`src/rtl/apb_master_arb.sv`:
```
`default_nettype none
// ============================================================================
// Module   : apb_master_arb
// Brief    : Two-requester round-robin APB master with wait-state and
//            pready-timeout handling; one response pulse per transfer.
// Revision : 1.0 - initial release
// ============================================================================
module apb_master_arb #(
    parameter int TIMEOUT = 16
) (
    input  logic        pclk,
    input  logic        preset_n,
    input  logic        req0_valid,
    output logic        req0_ready,
    input  logic        req0_write,
    input  logic [31:0] req0_addr,
    input  logic [31:0] req0_wdata,
    input  logic        req1_valid,
    output logic        req1_ready,
    input  logic        req1_write,
    input  logic [31:0] req1_addr,
    input  logic [31:0] req1_wdata,
    output logic        rsp_valid,
    output logic        rsp_id,
    output logic [31:0] rsp_rdata,
    output logic        rsp_err,
    output logic        psel,
    output logic        penable,
    output logic        pwrite,
    output logic [31:0] paddr,
    output logic [31:0] pwdata,
    input  logic [31:0] prdata,
    input  logic        pready,
    input  logic        pslverr
);

    localparam int              CW        = $clog2(TIMEOUT + 1);
    localparam logic [CW-1:0]   c_TIMEOUT = CW'(TIMEOUT);
    localparam logic [1:0]      c_IDLE    = 2'd0;
    localparam logic [1:0]      c_SETUP   = 2'd1;
    localparam logic [1:0]      c_ACCESS  = 2'd2;

    logic [1:0]    r_state;
    logic          r_last_grant;
    logic [CW-1:0] r_cnt;
    logic          w_grant;
    logic          w_hs;
    logic          w_cnt_hit;

    // Under contention the requester that was not served last wins.
    always_comb begin
        w_grant = 1'b0;
        if (req0_valid && req1_valid)
            w_grant = ~r_last_grant;
        else if (req1_valid)
            w_grant = 1'b1;
    end

    assign req0_ready = (r_state == c_IDLE) && !w_grant && req0_valid;
    assign req1_ready = (r_state == c_IDLE) &&  w_grant && req1_valid;
    assign w_hs       = req0_ready || req1_ready;
    assign w_cnt_hit  = (r_cnt + CW'(1)) == c_TIMEOUT;

    always_ff @(posedge pclk or negedge preset_n) begin
        if (!preset_n) begin
            r_state      <= c_IDLE;
            r_last_grant <= 1'b1;
            r_cnt        <= '0;
            psel         <= 1'b0;
            penable      <= 1'b0;
            pwrite       <= 1'b0;
            paddr        <= '0;
            pwdata       <= '0;
            rsp_valid    <= 1'b0;
            rsp_id       <= 1'b0;
            rsp_rdata    <= '0;
            rsp_err      <= 1'b0;
        end else begin
            rsp_valid <= 1'b0;
            case (r_state)
                c_IDLE: begin
                    if (w_hs) begin
                        r_state      <= c_SETUP;
                        psel         <= 1'b1;
                        r_last_grant <= w_grant;
                        pwrite       <= w_grant ? req1_write : req0_write;
                        paddr        <= w_grant ? req1_addr  : req0_addr;
                        pwdata       <= w_grant ? req1_wdata : req0_wdata;
                    end
                end
                c_SETUP: begin
                    r_state <= c_ACCESS;
                    penable <= 1'b1;
                    r_cnt   <= '0;
                end
                c_ACCESS: begin
                    // pready takes priority over a timeout in the same cycle.
                    if (pready) begin
                        r_state   <= c_IDLE;
                        psel      <= 1'b0;
                        penable   <= 1'b0;
                        rsp_valid <= 1'b1;
                        rsp_id    <= r_last_grant;
                        rsp_err   <= pslverr;
                        rsp_rdata <= (!pwrite && !pslverr) ? prdata : 32'h0;
                    end else if (w_cnt_hit) begin
                        r_state   <= c_IDLE;
                        psel      <= 1'b0;
                        penable   <= 1'b0;
                        r_cnt     <= r_cnt + CW'(1);
                        rsp_valid <= 1'b1;
                        rsp_id    <= r_last_grant;
                        rsp_err   <= 1'b1;
                        rsp_rdata <= 32'h0;
                    end else begin
                        r_cnt <= r_cnt + CW'(1);
                    end
                end
                default: begin
                    r_state <= c_IDLE;
                    psel    <= 1'b0;
                    penable <= 1'b0;
                end
            endcase
        end
    end

endmodule
`default_nettype wire

```
`config.mk`:
```
export PLATFORM = sky130hd
export DESIGN_NAME = apb_master_arb
export DESIGN_NICKNAME = d
export VERILOG_FILES = /design/src/rtl/apb_master_arb.sv
export SDC_FILE = /design/constraint.sdc
export NUM_CORES = 1
export LEC_CHECK = 0
export CAP_MARGIN = 20
export CORE_UTILIZATION = 35
export CTS_CLUSTER_DIAMETER = 50
export DETAILED_ROUTE_END_ITERATION = 16
export PLACE_DENSITY = 0.75
export RECOVER_POWER = 50
export SLEW_MARGIN = 0
export SYNTH_ARGS = -nofsm -noshare
export SYNTH_HDL_FRONTEND = slang
export SYNTH_SLANG_ARGS = --single-unit
```
`constraint.sdc`:
```
create_clock -name pclk -period 1.5 [get_ports pclk]
set_input_delay 0.15 -clock pclk [delete_from_list [all_inputs] [get_ports pclk]]
set_output_delay 0.15 -clock pclk [all_outputs]
set_load 0.01 [all_outputs]
```
==> flow_metrics.tcl, run 1 <==
set metrics [dict create \
    maxCapViolCount 0 \
    timing.critical_path.to_type "flip-flop" \
    critical-path-slowest-cell "sky130_fd_sc_hd__dfrtp_1" \
    grt_start_max_net_pins 75 \
    hold_class "in2async" \
    timing.reg2reg.worst_path_depth 6 \
    final_standard_cell_area_without_fillers_mm2 0.00844 \
    preCtsSetupSlack_ns -0.239 \
    finalWeightedCongestion 0.819 \
    crit_path_max_fanout 32 \
    syn-instance-count 427 \
    peakVddDrop_mv 0.861 \
    synth_largest_area_cell "sky130_fd_sc_hd__dfrtp_1" \
    cts-buffers-inserted 9 \
    cts_tree "done" \
    antenna-diode-count 0 \
    finalCritPeriodShare 0.986 \
    reg2reg_setup_slack_ns 0.02 \
    flip_flop_and_latch_count_after_synthesis 110 \
    yosysUniqueCellTypes 33 \
    fp.dieArea_mm2 0.0143 \
    cp_num_cells 6 \
    power_uw 15500 \
    dpl.cell_count 871 \
    cp_top_family "flip-flops" \
    syn_avg_cell_area_um2 11.3 \
    worst_setup_path_startpoint "r_state[1]" \
    max-clock-path-buffers 2 \
    cp-start-kind "flip-flop" \
    run_status "finished, final reports clean" \
    rsz_0062_raised_after_global_routing "yes" \
    cts.sinks 110 \
    fin_hold_viols 0 \
    timing.setup.tns_ns 0 \
    final_period_minus_worst_setup_slack_ns 1.48 \
    crit_buf_inv 2 \
    clock_tree.htree_level_count 3 \
    path_clk_slew_ns 0.07 \
    post_dp_area_mm2 0.00789 \
    worstReg2RegStart "r_state[1]" \
    post_synth_instance_area_mm2 0.00484 \
    drive_gt1_frac 0.110 \
    timing.setup.critical_path_class "reg2reg" \
    setup_viol 0 \
    pwr_density_cell_mw_per_mm2 1840 \
    max_stage_delay_on_crit_path_ns 0.43 \
    r2r_end "rsp_rdata[27]" \
    hpwlAfterDp_um 10900 \
    grt_pass1_wl_um 22900 \
    fp-row-count 42 \
    worst-slew-pin-transition_ns 0.752 \
    detailedRoute.firstIterationViolations 223 \
    cell_count_final_fillers_out 903 \
    crit_chain "buf_6 > nor2b_4 > and2_4 > a21oi_4 > buf_12 > a22o_1" \
    leakage_power_summed_over_all_cells_uw 0.00359 \
    drc_errors 0 \
    insertion_delay_to_the_later_sink_of_the_worst_skew_pair_ns 0.34 \
    timing.clock.skew_ns 0.00576 \
    drv_slew 0 \
    synth_nets 596 \
    die_h_um 120 \
    post_drt_via_cell_ratio 4.98 \
    area.growth.synth_to_final_pct 74.5 \
    synthTopCellsByArea "sky130_fd_sc_hd__dfrtp_1 56%, sky130_fd_sc_hd__mux2i_1 14%, sky130_fd_sc_hd__a21oi_1 7.1%" \
    crit_required_ns 1.78 \
    initial_utilization 0.362 \
    core-area_mm2 0.0133 \
    die-width_um 120 \
    final_wl_um 15400 \
    synthDominantCellAreaShare 0.564 \
    max_slew_margin 0.499 \
    worstPathArrival_ns 1.76 \
    final_critical_path_setup_slack_ns 0.0213 \
    design.final.nets 892 \
    ant_nets 0 \
    clock-root-buffer "sky130_fd_sc_hd__clkbuf_16" \
    crit_end "rsp_rdata[27]" \
    yosys_warnings 0 \
    grt_use_total 0.206 \
    buffer_ports.inserted 271 \
    dr.pass1.iters 4 \
    top_level_ports 272 \
    grt_antenna_before_repair 0 \
    globalRouteOverflowTotal 0 \
    drt-wirelength-per-cell_um 17.0 \
    ys_seq_area_frac 0.569 \
    number_of_global_route_vias_before_repair 4587 \
    routed-via-count 4500 \
    maxClockFrequency_mhz 676 \
]
## synthesized netlist by cell type, drive strengths merged
cell type  instances
nand3b             1
o2bb2ai            1
dfrtp            109
nand4b             3
o211ai             4
nor2b              2
inv                2
nand2b             2
and2               3
nand3              1
a22o              32
a22oi              2
a21oi             70
nand2              6
mux2i             66
a21boi             1
mux2               1
nor2              72
ha                 1
nor3               3
buf               30
o21ai              9
dfstp              1
o21a               3
clkbuf             2
## logic make-up (layout without fill, tap and decap cells)
| group | after synthesis | after routing | synth area share |
|---|---|---|---|
| compound gates | 122 | 122 | 0.160 |
| fa+ha+maj | 1 | 1 | 0.00259 |
| buf+inv | 34 | 334 | 0.0460 |
| flops | 110 | 110 | 0.569 |
| mux | 67 | 67 | 0.139 |
| simple gates | 93 | 93 | 0.0833 |
## metal layers
| metal | track usage | routed length, µm |
|---|---|---|
| met1 | 0.243 | 6170 |
| met2 | 0.355 | 7630 |
| met5 | 0 | 0 |
| met3 | 0.0537 | 1160 |
| met4 | 0.0875 | 428 |
## repair_timing
| action | CTS | global route |
|---|---|---|
| cloned | 0 | 6 |
| hold buffers | 1 | 0 |
| setup endpoints to repair | 36 | 66 |
| gates resized for setup | 14 | 11 |
| pin swaps | 2 | 1 |
| buffers inserted | 5 | 5 |
| endpoints found under the hold margin | 50 | 0 |
## final cells by class
type                            instances  area (µm²)
Inverter                                2        7.51
Clock inverter                          3        43.8
Sequential cell                       110        2760
Timing Repair Buffer                  317        3250
Clock buffer                           12         246
Fill cell                            1108        4910
Multi-Input combinational cell        283        1920
Tap cell                              176         220
## layout by cell type (no fill, tap or decap), drive strengths merged, types with 4 or more instances in the layout
master         netlist  final
a21oi               70     70
a22o                32     32
buf                 30     42
clkbuf               2     18
clkdlybuf4s50        0    267
dfrtp              109    109
mux2i               66     66
nand2                6      6
nor2                72     72
o211ai               4      4
o21ai                9      9
## stage by stage
step,hold slack [ns],util
finish,0.210,0.632
global route,0.228,0.632
CTS,0.218,0.618
detailed placement,0.0457,0.591
global placement,0.0384,0.591
floorplan,-0.146,-
## report_power, final
| group | switching [µW] | leakage (µW) | internal, µW |
|---|---|---|---|
| clock network | 1040 | 0.000143 | 1340 |
| logic | 3440 | 0.00213 | 4540 |
| registers | 792 | 0.00131 | 4340 |
## worst min path at each step
stage | start | cells after the start | endpoint
5_1_grt | preset_n | 2 | r_cnt[4]
6_report | preset_n | 2 | rsp_rdata[20]
4_1_cts | preset_n | 2 | r_cnt[4]
3_3_place_gp | preset_n | 1 | rsp_rdata[30]
2_1_floorplan | preset_n | 0 | paddr[0]
3_5_place_dp | preset_n | 1 | rsp_rdata[18]
## sequential cells by signal, summed over array words and instances (netlist names)
register	count
r_last_grant	1
rsp_valid	1
psel	1
r_state	2
rsp_rdata	32
rsp_id	1
paddr	32
rsp_err	1
pwdata	32
pwrite	1
r_cnt	5
penable	1
No activity file was read; power rests on OpenSTA's default activity.
==> inputs of run 2 (changes only) <==
- ABC_AREA: not set -> 1
==> run 2 against run 1 <==
The flow now finishes with violations (setup timing). Clock power hardly changed. Non-clock buffer count is 10 lower. Critical path depth is 4 higher. Largest power group unchanged. Hold slack better by 0.14 ns. Largest cell class unchanged. Sequential share of layout area is 0.68 points lower.
==> flow_metrics.tcl, run 2 <==
set metrics [dict create \
    peakVddDrop_mv 0.849 \
    die_h_um 119 \
    timing.setup.critical_path_class "reg2reg" \
    hold_class "in2async" \
    final_wl_um 16900 \
    pwr_density_cell_mw_per_mm2 1890 \
    insertion_delay_to_the_later_sink_of_the_worst_skew_pair_ns 0.35 \
    core-area_mm2 0.0133 \
    post_synth_edffs 0 \
    synth_largest_area_cell "sky130_fd_sc_hd__dfrtp_1" \
    final_cell_mix "266 x sky130_fd_sc_hd__clkdlybuf4s50_1, 184 x sky130_fd_sc_hd__nand2_1, 109 x sky130_fd_sc_hd__dfrtp_1" \
    top_level_ports 272 \
    detailedRoute.firstIterationViolations 222 \
    timing.clock.skew_ns 0.00491 \
    syn-instance-count 571 \
    post_dp_area_mm2 0.00779 \
    area.growth.synth_to_final_pct 79.1 \
    worst-slew-pin-transition_ns 0.665 \
    dominantRegCellSynth "sky130_fd_sc_hd__dfrtp_1" \
    routed-via-count 5013 \
    preCtsSetupSlack_ns -0.183 \
    final_period_minus_worst_setup_slack_ns 1.53 \
    post_synth_instance_area_mm2 0.00481 \
    cts_tree "done" \
    crit_top_cell "sky130_fd_sc_hd__nand2_2" \
    initial_utilization 0.361 \
    synthDominantCellAreaShare 0.567 \
    final_core_utilization 0.646 \
    syn_avg_cell_area_um2 8.43 \
    rsz_0062_raised_after_global_routing "yes" \
    failed_checks "setup timing" \
    maxClockFrequency_mhz 655 \
    drv_slew 0 \
    timing.reg2reg.worst_path_depth 10 \
    worstPathArrival_ns 1.76 \
    final_critical_path_setup_slack_ns -0.0274 \
    flip_flop_and_latch_count_after_synthesis 110 \
    cts.sinks 110 \
    number_of_global_route_vias_before_repair 4583 \
    drt-wirelength-per-cell_um 16.3 \
    synthTopCellsByArea "sky130_fd_sc_hd__dfrtp_1 57%, sky130_fd_sc_hd__nand2_1 18%, sky130_fd_sc_hd__a31oi_1 8.5%" \
    setup_viol 7 \
    ys_seq_area_frac 0.572 \
    max_slew_margin 0.557 \
    dpl.cell_count 1002 \
    run_status "finished with violations" \
    fp.dieArea_mm2 0.0142 \
    layout.cells.most_common "sky130_fd_sc_hd__clkdlybuf4s50_1" \
    grt_pass1_wl_um 23300 \
    max_stage_delay_on_crit_path_ns 0.41 \
    clock_tree.htree_level_count 3 \
    reg.largest.list "paddr x32, pwdata x32, rsp_rdata x32" \
    crit_path_max_fanout 8 \
    design.final.nets 1022 \
    die-width_um 119 \
    hpwlAfterDp_um 10700 \
    max-clock-path-buffers 2 \
    drive_gt1_frac 0.129 \
    ant_nets 0 \
    finalWeightedCongestion 0.800 \
    maxCapViolCount 0 \
    dr.pass1.iters 4 \
    grt_start_max_net_pins 57 \
    globalRouteOverflowTotal 0 \
    finalCritPeriodShare 1.02 \
    final_standard_cell_area_without_fillers_mm2 0.00862 \
    leakage_power_summed_over_all_cells_uw 0.00380 \
    yosysUniqueCellTypes 21 \
    crit_required_ns 1.73 \
    cts-buffers-inserted 9 \
    antenna-diode-count 0 \
    buffer_ports.inserted 271 \
    drc_errors 0 \
    post-synth-top-count-cell "sky130_fd_sc_hd__nand2_1" \
    fill_cells 1126 \
    cell_count_final_fillers_out 1034 \
    fp-row-count 42 \
    cp-start-kind "flip-flop" \
    clock-root-buffer "sky130_fd_sc_hd__clkbuf_16" \
    synth-async-reset-ratio 1.00 \
    crit_chain "ha_4 > nand3_2 > nand2_2 > nand2_2 > nand3_2 > nand2_2 > nand2_4 > clkbuf_16 > nand2_2 > nand2_1" \
    fin_hold_viols 0 \
    yosys_warnings 0 \
    grt_use_total 0.212 \
    post_drt_via_cell_ratio 4.85 \
    grt_antenna_before_repair 0 \
    most_numerous_cell_types_in_the_synthesized_netlist "226 x sky130_fd_sc_hd__nand2_1, 109 x sky130_fd_sc_hd__dfrtp_1, 68 x sky130_fd_sc_hd__nor2_1" \
    synth_nets 740 \
    path_clk_slew_ns 0.07 \
    timing.critical_path.to_type "flip-flop" \
    critical-path-slowest-cell "sky130_fd_sc_hd__dfrtp_1" \
    power_uw 16300 \
]
-- run 2: cell families (layout without fill, tap and decap cells) --
family	count (synthesis)	in the layout	synth area share
AND/OR/NAND/NOR	341	342	0.281
flip-flops	110	110	0.572
AO/OA/AOI/OAI	70	70	0.0913
buffers and inverters	49	335	0.0533
adder cells (fa/ha/maj)	1	1	0.00260
-- run 2: metal layers --
metal | vias to the layer above | GRT usage | wire (µm)
li1 | 2433 | - | -
met2 | 233 | 0.356 | 8480
met1 | 2318 | 0.243 | 6480
met5 | - | 0 | 0
met3 | 29 | 0.0723 | 1500
met4 | 0 | 0.0926 | 431
-- run 2: worst max-delay path: cells and delay by family, from the launching register on --
| family | cells | cell delay [ns] |
|---|---|---|
| flops | 1 | 0.41 |
| fa+ha+maj | 1 | 0.19 |
| simple gates | 8 | 0.63 |
| buf+inv | 1 | 0.19 |
-- run 2: worst paths after layout --
kind                              start            end  slack [ns]
max                            r_cnt[1]  rsp_rdata[31]       -0.03
min                            preset_n  rsp_rdata[11]        0.35
max reg2reg                    r_cnt[1]  rsp_rdata[31]       -0.03
min reg2reg                rsp_rdata[1]   rsp_rdata[1]        0.47
max in group asynchronous      preset_n       paddr[3]        0.20
min in group pclk             prdata[1]   rsp_rdata[1]        0.36
-- run 2: through the flow --
| step | hold slack [ns] | setup TNS [ns] |
|---|---|---|
| final | 0.348 | -0.0561 |
| after global placement | 0.00535 | -1.28 |
| after global routing | 0.362 | -1.63 |
| after floorplan | -0.146 | 0 |
| after detailed placement | 0.00754 | -6.02 |
| after CTS | 0.177 | -1.17 |
-- run 2: cell type report --
cell class	instances	area, µm²	area share
Clock buffer	14	294	0.0341
Clock inverter	2	12.5	0.00145
Inverter	12	47.5	0.00552
Multi-Input combinational cell	413	2040	0.237
Sequential cell	110	2750	0.320
Tap cell	176	220	0.0256
Timing Repair Buffer	307	3250	0.377
-- run 2: timing repair --
action | in CTS | in global routing
endpoints found under the setup margin | 61 | 99
pin swaps | 0 | 14
gates resized for setup | 20 | 66
hold endpoints to repair | 99 | 0
hold buffers | 1 | 0
buffers inserted | 0 | 4
gates cloned | 2 | 9
-- run 2: where the power goes --
part	switching, µW	total (µW)	internal [µW]
combinational	3970	8540	4570
clock	1050	2410	1350
sequential	901	5310	4410
total	5930	16300	10300
